File: config.mk
export PLATFORM = sky130hd
export DESIGN_NAME = vga_sync_decoder_flat
export DESIGN_NICKNAME = d
export VERILOG_FILES = /design/src/rtl/vga_sync_decoder_if.sv /design/src/rtl/vga_sync_decoder.sv /design/src/flat_wrapper.sv
export SDC_FILE = /design/constraint.sdc
export NUM_CORES = 1
export LEC_CHECK = 0
export ABC_CLOCK_PERIOD_IN_PS = 4700
export BUFFER_PORTS_ARGS = -buffer_cell sky130_fd_sc_hd__buf_2
export CAP_MARGIN = 5
export CELL_PAD_IN_SITES_DETAIL_PLACEMENT = 0
export CELL_PAD_IN_SITES_GLOBAL_PLACEMENT = 2
export CORE_MARGIN = 4
export CORE_UTILIZATION = 37
export CTS_CLUSTER_DIAMETER = 100
export DETAILED_ROUTE_END_ITERATION = 10
export PLACE_DENSITY = 0.87
export SLEW_MARGIN = 20
export SYNTH_ARGS = -nofsm -noshare
export SYNTH_HDL_FRONTEND = slang
export SYNTH_SLANG_ARGS = --single-unit
File: constraint.sdc
create_clock -name clock -period 4.7 [get_ports clock]
set_input_delay 0.705 -clock clock [delete_from_list [all_inputs] [get_ports clock]]
set_output_delay 0.705 -clock clock [all_outputs]
set_load 0.05 [all_outputs]
File: src/rtl/vga_sync_decoder_if.sv
// rtl/vga_sync_decoder_if.sv - VGA sync input and decoded pixel/timing outputs
interface vga_sync_decoder_if;
  logic        vga_hsync;
  logic        vga_vsync;
  logic        vga_blank;
  logic [9:0]  pix_x;
  logic [9:0]  pix_y;
  logic [18:0] mem_add;
  logic        pix_valid;
  logic        frame_start;
  logic [11:0] line_total;
  logic [10:0] frame_lines;
  logic        locked;
  logic        timing_err;

  modport master (
    output vga_hsync, vga_vsync, vga_blank,
    input  pix_x, pix_y, mem_add, pix_valid, frame_start,
    input  line_total, frame_lines, locked, timing_err
  );

  modport slave (
    input  vga_hsync, vga_vsync, vga_blank,
    output pix_x, pix_y, mem_add, pix_valid, frame_start,
    output line_total, frame_lines, locked, timing_err
  );
endinterface

File: src/rtl/vga_sync_decoder.sv
// rtl/vga_sync_decoder.sv - VGA sync decoder: pixel coordinates, line/frame measurement, lock FSM
module vga_sync_decoder #(
  parameter int HRES        = 640,
  parameter int VRES        = 480,
  parameter int HTOTAL      = 800,
  parameter int VTOTAL      = 525,
  parameter int LOCK_FRAMES = 2
) (
  input  logic              clock,
  input  logic              reset_n,
  vga_sync_decoder_if.slave vga
);
  localparam int GW = $clog2(LOCK_FRAMES + 1);

  typedef enum logic [1:0] {SEARCH, VERIFY, LOCKED} state_t;

  state_t      state_q, state_d;
  logic [GW-1:0] good_q, good_d, good_inc;
  logic        hs_r_q, hs_r_d, vs_r_q, vs_r_d, blank_r_q, blank_r_d;
  logic        hs_p_q, hs_p_d, vs_p_q, vs_p_d, blank_p_q, blank_p_d;
  logic [11:0] hcnt_q, hcnt_d, xcnt_q, xcnt_d, line_total_q, line_total_d;
  logic [10:0] lcnt_q, lcnt_d, ycnt_q, ycnt_d, frame_lines_q, frame_lines_d;
  logic [9:0]  pix_x_q, pix_x_d, pix_y_q, pix_y_d;
  logic [18:0] mem_add_q, mem_add_d;
  logic        pix_valid_q, pix_valid_d, frame_start_q, frame_start_d;
  logic        locked_q, locked_d, timing_err_q, timing_err_d;

  logic        hs_fall, vs_fall, blank_rise, blank_fall;
  logic        hsat, lsat, ysat, xsat, mismatch;
  logic [11:0] line_len, act_lines;
  logic [10:0] frame_len;
  logic [20:0] addr_full;

  always_comb begin
    hs_r_d    = vga.vga_hsync;
    vs_r_d    = vga.vga_vsync;
    blank_r_d = vga.vga_blank;
    hs_p_d    = hs_r_q;
    vs_p_d    = vs_r_q;
    blank_p_d = blank_r_q;

    hs_fall    = hs_p_q & ~hs_r_q;
    vs_fall    = vs_p_q & ~vs_r_q;
    blank_rise = ~blank_p_q & blank_r_q;
    blank_fall = blank_p_q & ~blank_r_q;

    hsat = (hcnt_q == 12'hFFF);
    lsat = (lcnt_q == 11'h7FF);
    ysat = (ycnt_q == 11'h7FF);
    xsat = (xcnt_q == 12'hFFF);

    line_len  = hsat ? 12'hFFF : hcnt_q + 12'd1;
    // A hsync fall coinciding with the vsync fall closes the frame being measured.
    frame_len = (lsat || !hs_fall) ? lcnt_q : lcnt_q + 11'd1;
    act_lines = {1'b0, ycnt_q} + {11'd0, blank_fall};

    hcnt_d       = hs_fall ? 12'd0 : (hsat ? hcnt_q : hcnt_q + 12'd1);
    line_total_d = hs_fall ? line_len : line_total_q;

    lcnt_d = lcnt_q;
    if (vs_fall)              lcnt_d = 11'd0;
    else if (hs_fall && !lsat) lcnt_d = lcnt_q + 11'd1;
    frame_lines_d = vs_fall ? frame_len : frame_lines_q;

    xcnt_d = xcnt_q;
    if (blank_rise)               xcnt_d = 12'd1;
    else if (blank_r_q && !xsat) xcnt_d = xcnt_q + 12'd1;

    ycnt_d = ycnt_q;
    if (vs_fall)                 ycnt_d = 11'd0;
    else if (blank_fall && !ysat) ycnt_d = ycnt_q + 11'd1;

    pix_x_d   = blank_r_q ? (blank_rise ? 10'd0 : xcnt_q[9:0]) : pix_x_q;
    pix_y_d   = blank_r_q ? ycnt_q[9:0] : pix_y_q;
    addr_full = 21'(pix_y_d) * 21'(HRES) + 21'(pix_x_d);
    mem_add_d = mem_add_q;
    if (blank_r_q) mem_add_d = (addr_full > 21'h7FFFF) ? 19'h7FFFF : addr_full[18:0];

    pix_valid_d   = blank_r_q & locked_q;
    frame_start_d = vs_fall;

    mismatch = (hs_fall && line_len != 12'(HTOTAL))
            || (blank_fall && xcnt_q != 12'(HRES))
            || (vs_fall && (frame_len != 11'(VTOTAL) || act_lines != 12'(VRES)))
            || hsat || lsat;

    state_d      = state_q;
    good_d       = good_q;
    good_inc     = good_q + 1'b1;
    timing_err_d = 1'b0;
    case (state_q)
      SEARCH: begin
        if (vs_fall) begin
          state_d = VERIFY;
          good_d  = '0;
        end
      end
      VERIFY: begin
        // A mismatch outranks a simultaneous vsync fall.
        if (mismatch) begin
          state_d      = SEARCH;
          timing_err_d = 1'b1;
        end else if (vs_fall) begin
          good_d = good_inc;
          if (good_inc == GW'(LOCK_FRAMES)) state_d = LOCKED;
        end
      end
      LOCKED: begin
        if (mismatch) begin
          state_d      = SEARCH;
          timing_err_d = 1'b1;
        end
      end
      default: state_d = SEARCH;
    endcase
    locked_d = (state_d == LOCKED);
  end

  always_ff @(posedge clock or negedge reset_n) begin
    if (!reset_n) begin
      state_q       <= SEARCH;
      good_q        <= '0;
      hs_r_q        <= 1'b1;
      vs_r_q        <= 1'b1;
      blank_r_q     <= 1'b0;
      hs_p_q        <= 1'b1;
      vs_p_q        <= 1'b1;
      blank_p_q     <= 1'b0;
      hcnt_q        <= '0;
      xcnt_q        <= '0;
      line_total_q  <= '0;
      lcnt_q        <= '0;
      ycnt_q        <= '0;
      frame_lines_q <= '0;
      pix_x_q       <= '0;
      pix_y_q       <= '0;
      mem_add_q     <= '0;
      pix_valid_q   <= 1'b0;
      frame_start_q <= 1'b0;
      locked_q      <= 1'b0;
      timing_err_q  <= 1'b0;
    end else begin
      state_q       <= state_d;
      good_q        <= good_d;
      hs_r_q        <= hs_r_d;
      vs_r_q        <= vs_r_d;
      blank_r_q     <= blank_r_d;
      hs_p_q        <= hs_p_d;
      vs_p_q        <= vs_p_d;
      blank_p_q     <= blank_p_d;
      hcnt_q        <= hcnt_d;
      xcnt_q        <= xcnt_d;
      line_total_q  <= line_total_d;
      lcnt_q        <= lcnt_d;
      ycnt_q        <= ycnt_d;
      frame_lines_q <= frame_lines_d;
      pix_x_q       <= pix_x_d;
      pix_y_q       <= pix_y_d;
      mem_add_q     <= mem_add_d;
      pix_valid_q   <= pix_valid_d;
      frame_start_q <= frame_start_d;
      locked_q      <= locked_d;
      timing_err_q  <= timing_err_d;
    end
  end

  assign vga.pix_x       = pix_x_q;
  assign vga.pix_y       = pix_y_q;
  assign vga.mem_add     = mem_add_q;
  assign vga.pix_valid   = pix_valid_q;
  assign vga.frame_start = frame_start_q;
  assign vga.line_total  = line_total_q;
  assign vga.frame_lines = frame_lines_q;
  assign vga.locked      = locked_q;
  assign vga.timing_err  = timing_err_q;
endmodule
File: src/flat_wrapper.sv
// flat-port wrapper written by rule: the top's interface ports become plain ports
module vga_sync_decoder_flat 
#(
  parameter int HRES        = 640,
  parameter int VRES        = 480,
  parameter int HTOTAL      = 800,
  parameter int VTOTAL      = 525,
  parameter int LOCK_FRAMES = 2
)
  (clock, reset_n, vga_vga_hsync, vga_vga_vsync, vga_vga_blank, vga_pix_x, vga_pix_y, vga_mem_add, vga_pix_valid, vga_frame_start, vga_line_total, vga_frame_lines, vga_locked, vga_timing_err);
  vga_sync_decoder_if vga_i ();
  input  logic clock;
  input  logic reset_n;
  input wire logic [$bits(vga_i.vga_hsync)-1:0] vga_vga_hsync;
  input wire logic [$bits(vga_i.vga_vsync)-1:0] vga_vga_vsync;
  input wire logic [$bits(vga_i.vga_blank)-1:0] vga_vga_blank;
  output wire logic [$bits(vga_i.pix_x)-1:0] vga_pix_x;
  output wire logic [$bits(vga_i.pix_y)-1:0] vga_pix_y;
  output wire logic [$bits(vga_i.mem_add)-1:0] vga_mem_add;
  output wire logic [$bits(vga_i.pix_valid)-1:0] vga_pix_valid;
  output wire logic [$bits(vga_i.frame_start)-1:0] vga_frame_start;
  output wire logic [$bits(vga_i.line_total)-1:0] vga_line_total;
  output wire logic [$bits(vga_i.frame_lines)-1:0] vga_frame_lines;
  output wire logic [$bits(vga_i.locked)-1:0] vga_locked;
  output wire logic [$bits(vga_i.timing_err)-1:0] vga_timing_err;
  assign vga_i.vga_hsync = vga_vga_hsync;
  assign vga_i.vga_vsync = vga_vga_vsync;
  assign vga_i.vga_blank = vga_vga_blank;
  assign vga_pix_x = vga_i.pix_x;
  assign vga_pix_y = vga_i.pix_y;
  assign vga_mem_add = vga_i.mem_add;
  assign vga_pix_valid = vga_i.pix_valid;
  assign vga_frame_start = vga_i.frame_start;
  assign vga_line_total = vga_i.line_total;
  assign vga_frame_lines = vga_i.frame_lines;
  assign vga_locked = vga_i.locked;
  assign vga_timing_err = vga_i.timing_err;
  vga_sync_decoder #(.HRES(HRES), .VRES(VRES), .HTOTAL(HTOTAL), .VTOTAL(VTOTAL), .LOCK_FRAMES(LOCK_FRAMES)) u_core (.clock(clock), .reset_n(reset_n), .vga(vga_i));
endmodule
==> results_dict.tcl, run 1 <==
set metrics [dict create \
    pwr-share-comb_pct 17.4 \
    grt_overflow_total 0 \
    drc 0 \
    drive_above_1_share_pct 18.21 \
    finClkSkew_ns 0.007307 \
    initial_core_util_pct 37.89 \
    nNetsFinal 761 \
    cts_buffers 17 \
    outcome "completed" \
    start_kind "flop" \
    powerDensity_nw_per_um2 410.1 \
    io_buffers 70 \
    ys_seq_elements 122 \
    ys_types 69 \
    total_power_mw 3.063 \
    io_pins 71 \
    post_cts_buffers 0 \
    routedWlPerCell_um 14.84 \
    fin_crit_ns 3.945 \
    drt_iter0_drc 248 \
    peakVddDrop_mv 0.2831 \
    endpoint_kind "flop" \
    num_vias 4929 \
    design_area_sq_um 7470 \
    setup_viol 0 \
    place_hpwl_um 10350 \
    synth_edf_count 0 \
    area_growth_pct 18.45 \
    hold_viol_final 0 \
    synth.net_count 691 \
    hold_path.class "in2async" \
    final_cell_mix "dfrtp_1 (118), nor2_1 (82), nand2_1 (71), buf_2 (69), o21ai_0 (50)" \
    max_freq_mhz 253.5 \
    yosys.area.top_type "dfrtp_1" \
    coreArea_sq_um 16640 \
    fin_hold_ws_ns 0.2471 \
    p_sw_share_pct 31.86 \
    routed_wl_um 14190 \
    cts-resized-gates 0 \
    power.net_switching_uw 976.0 \
    syn-mean-instance-area_sq_um 9.657 \
    ys_warn_count 0 \
    layout.cells.most_common "dfrtp_1" \
    pwr-share-clk_pct 42.4 \
    diodes 0 \
    netlist.area_leader.share_pct 46.83 \
    ant_nets 0 \
    internal-power_mw 2.087 \
    die_w_um 138.6 \
    clock_latency_ns 0.42 \
    place_area_sq_um 6878 \
    ctsHoldBuffers 0 \
    grt_pass1_vias 4982 \
    die_y_um 138.6 \
    crit_fanout 18 \
    grt_pass1_wl_um 24560 \
    worstPathArrival_ns 4.21 \
    finalSetupTns_ns 0 \
    syn_area_sq_um 6306 \
    ys_seq_area_share_pct 48.49 \
    maxSlewHeadroom_pct 45.52 \
    cts_num_sinks 122 \
    dieArea_sq_um 19200 \
    grt_max_degree 47 \
    worstPathRequired_ns 4.97 \
    clockBufferDepth 2 \
    viasPerCell 5.156 \
    finalMaxSlewViolations 0 \
    clkSlewWorstSetupHoldPaths_ns 0.06 \
    rows 47 \
    cts_tree "yes" \
    gr-usage-all-layers_pct 15.47 \
    antenna_found_initial 0 \
    rsz0062_at_grt "no" \
    path_class "reg2reg" \
    synthCells 653 \
    dr.pass1.iters 4 \
    power_frac_seq_pct 40.2 \
    worst_pin_slew_ns 0.8172 \
    htreeDepth 4 \
    finalCritPeriodShare_pct 83.94 \
    p_leak_nw 3.519 \
    synth_top_cells_by_area "dfrtp_1 (47%), ha_1 (6.2%), nor2_1 (4.9%)" \
    synthArstFlopShare_pct 100.0 \
    synthFlopType "dfrtp_1" \
    dp_slack_ns 0.7321 \
    timing.max_cap.violations 0 \
    fin_ws_ns 0.7549 \
    ctsRootBufferMaster "clkbuf_16" \
    place_congestion 0.8518 \
]
[kinds of logic (layout without fill, tap and decap cells)]
family | count (synthesis) | in the layout | synth area share [%]
mux | 22 | 22 | 3.770
flops | 122 | 122 | 48.49
fa+ha+maj | 33 | 33 | 6.786
xor+xnor | 33 | 33 | 4.583
compound gates | 136 | 136 | 13.41
buf+inv | 49 | 132 | 3.035
simple gates | 258 | 258 | 19.92
[worst max-delay path: stages (launching register included)]
cell	delay, ns
dfrtp_1	0.65
mux2_2	0.44
ha_1	0.29
ha_1	0.16
inv_1	0.05
fa_1	0.39
nor2b_1	0.11
o21ai_0	0.10
a21boi_1	0.27
o22ai_1	0.13
xnor2_1	0.24
inv_1	0.09
a41oi_2	0.68
a21oi_1	0.17
[final timing paths]
path	start	to	slack, ns	cells after the start
setup / recovery	u_core.blank_p_d	u_core.vga.mem_add[2]	0.75	13
hold / removal	reset_n	u_core.vga.line_total[7]	0.25	1
setup reg to reg	u_core.blank_p_d	u_core.vga.mem_add[2]	0.75	13
hold reg to reg	u_core.vs_p_d	u_core.vs_p_q	0.37	0
max in group asynchronous	reset_n	u_core.hs_p_d	3.50	2
min in group clock	u_core.vs_p_d	u_core.vs_p_q	0.37	0
[power groups by stage]
stage / registers [mW] / logic, mW / clock network [mW]
5_1_grt: 1.25 / 0.588 / 1.38
2_1_floorplan: 1.40 / 0.240 / 0
3_5_place_dp: 1.25 / 0.541 / 0
6_report: 1.23 / 0.534 / 1.30
4_1_cts: 1.23 / 0.542 / 1.33
3_3_place_gp: 1.25 / 0.529 / 0
[sequential cells by signal (all words and copies together), names as in the netlist, 11 cells and up]
register and count:
u_core.vga.mem_add 19, u_core.hcnt_q 12, u_core.vga.line_total 12, u_core.xcnt_q 12, u_core.lcnt_q 11, u_core.vga.frame_lines 11, u_core.ycnt_q 11
[cell usage after synthesis, drive strengths merged, types with 5 or more instances]
cell	n
o21ai	51
mux2	11
buf	5
nor2	82
ha	31
and2	5
mux2i	11
nand2b	10
xnor2	19
xor2	14
nand3	22
nor3	11
a21oi	38
nor4	8
clkbuf	20
or3	6
a31oi	6
inv	23
a22o	5
nand2	72
and3	5
nand4	14
dfrtp	118
[cell type report]
cell class,instances,area (sq um)
multi-input combinational,482,3057
tap,220,275.3
fill,1625,9173
clock buffer,17,425.4
clock inverter,15,166.4
timing repair buffer,76,397.9
sequential,122,3058
inverter,24,90.09
[through the flow]
stage | utilization, % | cells
after global routing | 44.88 | 956
after global placement | 41.33 | 924
after detailed placement | 41.33 | 924
after CTS | 44.88 | 956
after floorplan | - | 653
final | 44.88 | 956
[layer usage]
metal	up-vias	GRT usage [%]	part of all wire [%]
met2	90	24.08	46
met1	2377	21.18	49
li1	2442	-	-
met5	-	0	0
met3	20	3.897	3.9
met4	0	5.252	1.5
Note: power is estimated with default switching activity, not from simulation.
==> run 2, diff against run 1 <==
--- a/config.mk
+++ b/config.mk
@@ -5,7 +5,7 @@
 export SDC_FILE = /design/constraint.sdc
 export NUM_CORES = 1
 export LEC_CHECK = 0
-export ABC_CLOCK_PERIOD_IN_PS = 4700
+export ABC_CLOCK_PERIOD_IN_PS = 3900
 export BUFFER_PORTS_ARGS = -buffer_cell sky130_fd_sc_hd__buf_2
 export CAP_MARGIN = 5
 export CELL_PAD_IN_SITES_DETAIL_PLACEMENT = 0
==> constraint.sdc (replaced) <==
create_clock -name clock -period 3.9 [get_ports clock]
set_input_delay 0.585 -clock clock [delete_from_list [all_inputs] [get_ports clock]]
set_output_delay 0.585 -clock clock [all_outputs]
set_load 0.05 [all_outputs]
==> run 2 against run 1 <==
  * Clock skew decreased by 0.0012 ns
  * Power increased by 16%
  * First-iteration DRC count rose by 12%
  * Highest routed layer unchanged
==> results_dict.tcl, run 2 (synthesis results as in run 1) <==
set metrics [dict create \
    worst_pin_slew_ns 0.7994 \
    gr-usage-all-layers_pct 15.65 \
    internal-power_mw 2.422 \
    seq_area_sq_um 3058 \
    grt_overflow_total 0 \
    drt_iter0_drc 277 \
    routedWlPerCell_um 15.24 \
    nNetsFinal 765 \
    critPathMaxStageDelay_ns 0.40 \
    clock_latency_ns 0.41 \
    initial_core_util_pct 37.89 \
    viasPerCell 5.155 \
    multi_input_area_sq_um 3057 \
    clockBufferDepth 2 \
    hold_viol_final 0 \
    critPathBufInv 4 \
    cts_buffers 17 \
    p_sw_share_pct 31.64 \
    num_vias 4949 \
    power_frac_seq_pct 41.9 \
    die_w_um 138.6 \
    post_cts_buffers 0 \
    outcome "completed" \
    crit_fanout 18 \
    endpoint "u_core.vga.mem_add[2]" \
    rrSetupSlack_ns 0.41 \
    coreArea_sq_um 16640 \
    power.net_switching_mw 1.121 \
    fillers 1626 \
    cts_tree "yes" \
    p_leak_nw 3.506 \
    peakVddDrop_mv 0.3448 \
    routed_wl_um 14630 \
    finalSetupTns_ns 0 \
    grt_pass1_vias 5084 \
    start_kind "flop" \
    maxSlewHeadroom_pct 46.26 \
    stdcell_count 960 \
    crit_start "u_core.blank_p_d" \
    rsz0062_at_grt "no" \
    dp_cells 928 \
    dp_slack_ns 0.4336 \
    ctsRootBufferMaster "clkbuf_16" \
    place_congestion 0.8503 \
    grt_max_degree 78 \
    critical-path-slowest-cell "fa_1" \
    rows 47 \
    clkSlewWorstSetupHoldPaths_ns 0.05 \
    fin_crit_ns 3.490 \
    fin_ws_ns 0.4096 \
    ctsHoldBuffers 0 \
    timing.max_cap.violations 0 \
    cts_num_sinks 122 \
    drc 0 \
    pwr-share-clk_pct 39.7 \
    dieArea_sq_um 19200 \
    htreeDepth 4 \
    grt_pass1_wl_um 25000 \
    setup_viol 0 \
    hold_path.class "in2async" \
    finalCritPeriodShare_pct 89.50 \
    crit_family "adder cells" \
    finClkSkew_ns 0.006070 \
    die_y_um 138.6 \
    largest_reg_flops 19 \
    ant_nets 0 \
    io_pins 71 \
    layout.cells.most_common "dfrtp_1" \
    crit_chain "buf_4 > mux2_2 > ha_1 > ha_1 > inv_1 > fa_1 > nor2b_1 > o21ai_0 > a21boi_1 > o22ai_1 > xnor2_1 > inv_1 > a41oi_2 > buf_4 > a21oi_1" \
    drive_above_1_share_pct 18.11 \
    dr.pass1.iters 5 \
    powerDensity_nw_per_um2 476.2 \
    r2r-start "u_core.blank_p_d" \
    endpoint_kind "flop" \
    path_class "reg2reg" \
    diodes 0 \
    cts-resized-gates 0 \
    pwr-share-comb_pct 18.4 \
    worstPathRequired_ns 4.19 \
    cp.depth 15 \
    r2r_cells 15 \
    finalMaxSlewViolations 0 \
    area_growth_pct 17.96 \
    final_cell_mix "dfrtp_1 (118), nor2_1 (82), nand2_1 (71), buf_2 (69), o21ai_0 (50)" \
    place_hpwl_um 10340 \
    antenna_found_initial 0 \
    max_freq_mhz 286.5 \
    fin_hold_ws_ns 0.2121 \
    worstPathArrival_ns 3.79 \
    io_buffers 70 \
    reg2reg_to "u_core.vga.mem_add[2]" \
]
## run 2: changes by cell type in the layout (fill, tap and decap cells not counted)
cell,change
clkinv_4,-6
inv_6,-5
clkbuf_1,+4
clkinv_2,+4
buf_4,+3
clkbuf_8,+3
bufinv_16,-2
clkinvlp_4,+2
buf_6,+1
## run 2: per-layer routing
layer | track usage (%) | share of wire [%] | up-vias
met4 | 5.460 | 1.2 | 0
met2 | 24.49 | 46 | 101
met1 | 20.98 | 48 | 2383
met5 | 0 | 0 | -
li1 | - | - | 2449
met3 | 4.379 | 4.5 | 16
## run 2: power groups by stage
stage               sequential (mW)  clock, mW  combinational, mW
finish                         1.48       1.41              0.651
global route                   1.50       1.50              0.717
global placement               1.50          0              0.647
CTS                            1.48       1.45              0.661
floorplan                      1.69          0              0.290
detailed placement             1.50          0              0.657
## run 2: area by class of cell
cell class	count	share of cell area, %
Clock buffer	24	6.476
Timing Repair Buffer	80	5.803
Tap cell	220	3.701
Inverter	24	1.211
Clock inverter	8	0.6056
Multi-Input combinational cell	482	41.09
Sequential cell	122	41.11
## run 2: worst min-delay path by stage
stage | end | startpoint | cells past startpoint
2_1_floorplan | u_core.blank_p_d | reset_n | 0
5_1_grt | u_core.hs_p_d | vga_vga_hsync | 1
6_report | u_core.vga.line_total[5] | reset_n | 1
3_5_place_dp | u_core.vs_p_q | u_core.vs_p_d | 0
3_3_place_gp | u_core.vs_p_q | u_core.vs_p_d | 0
4_1_cts | u_core.hs_p_d | vga_vga_hsync | 1
## run 2: per-stage QoR
| stage | utilization, % | total power [mW] | area [sq um] |
|---|---|---|---|
| detailed placement | 41.51 | 2.159 | 6908 |
| finish | 44.70 | 3.542 | 7438 |
| global route | 44.70 | 3.723 | 7438 |
| CTS | 44.67 | 3.592 | 7435 |
| global placement | 41.51 | 2.145 | 6908 |
| floorplan | - | 1.976 | 6306 |
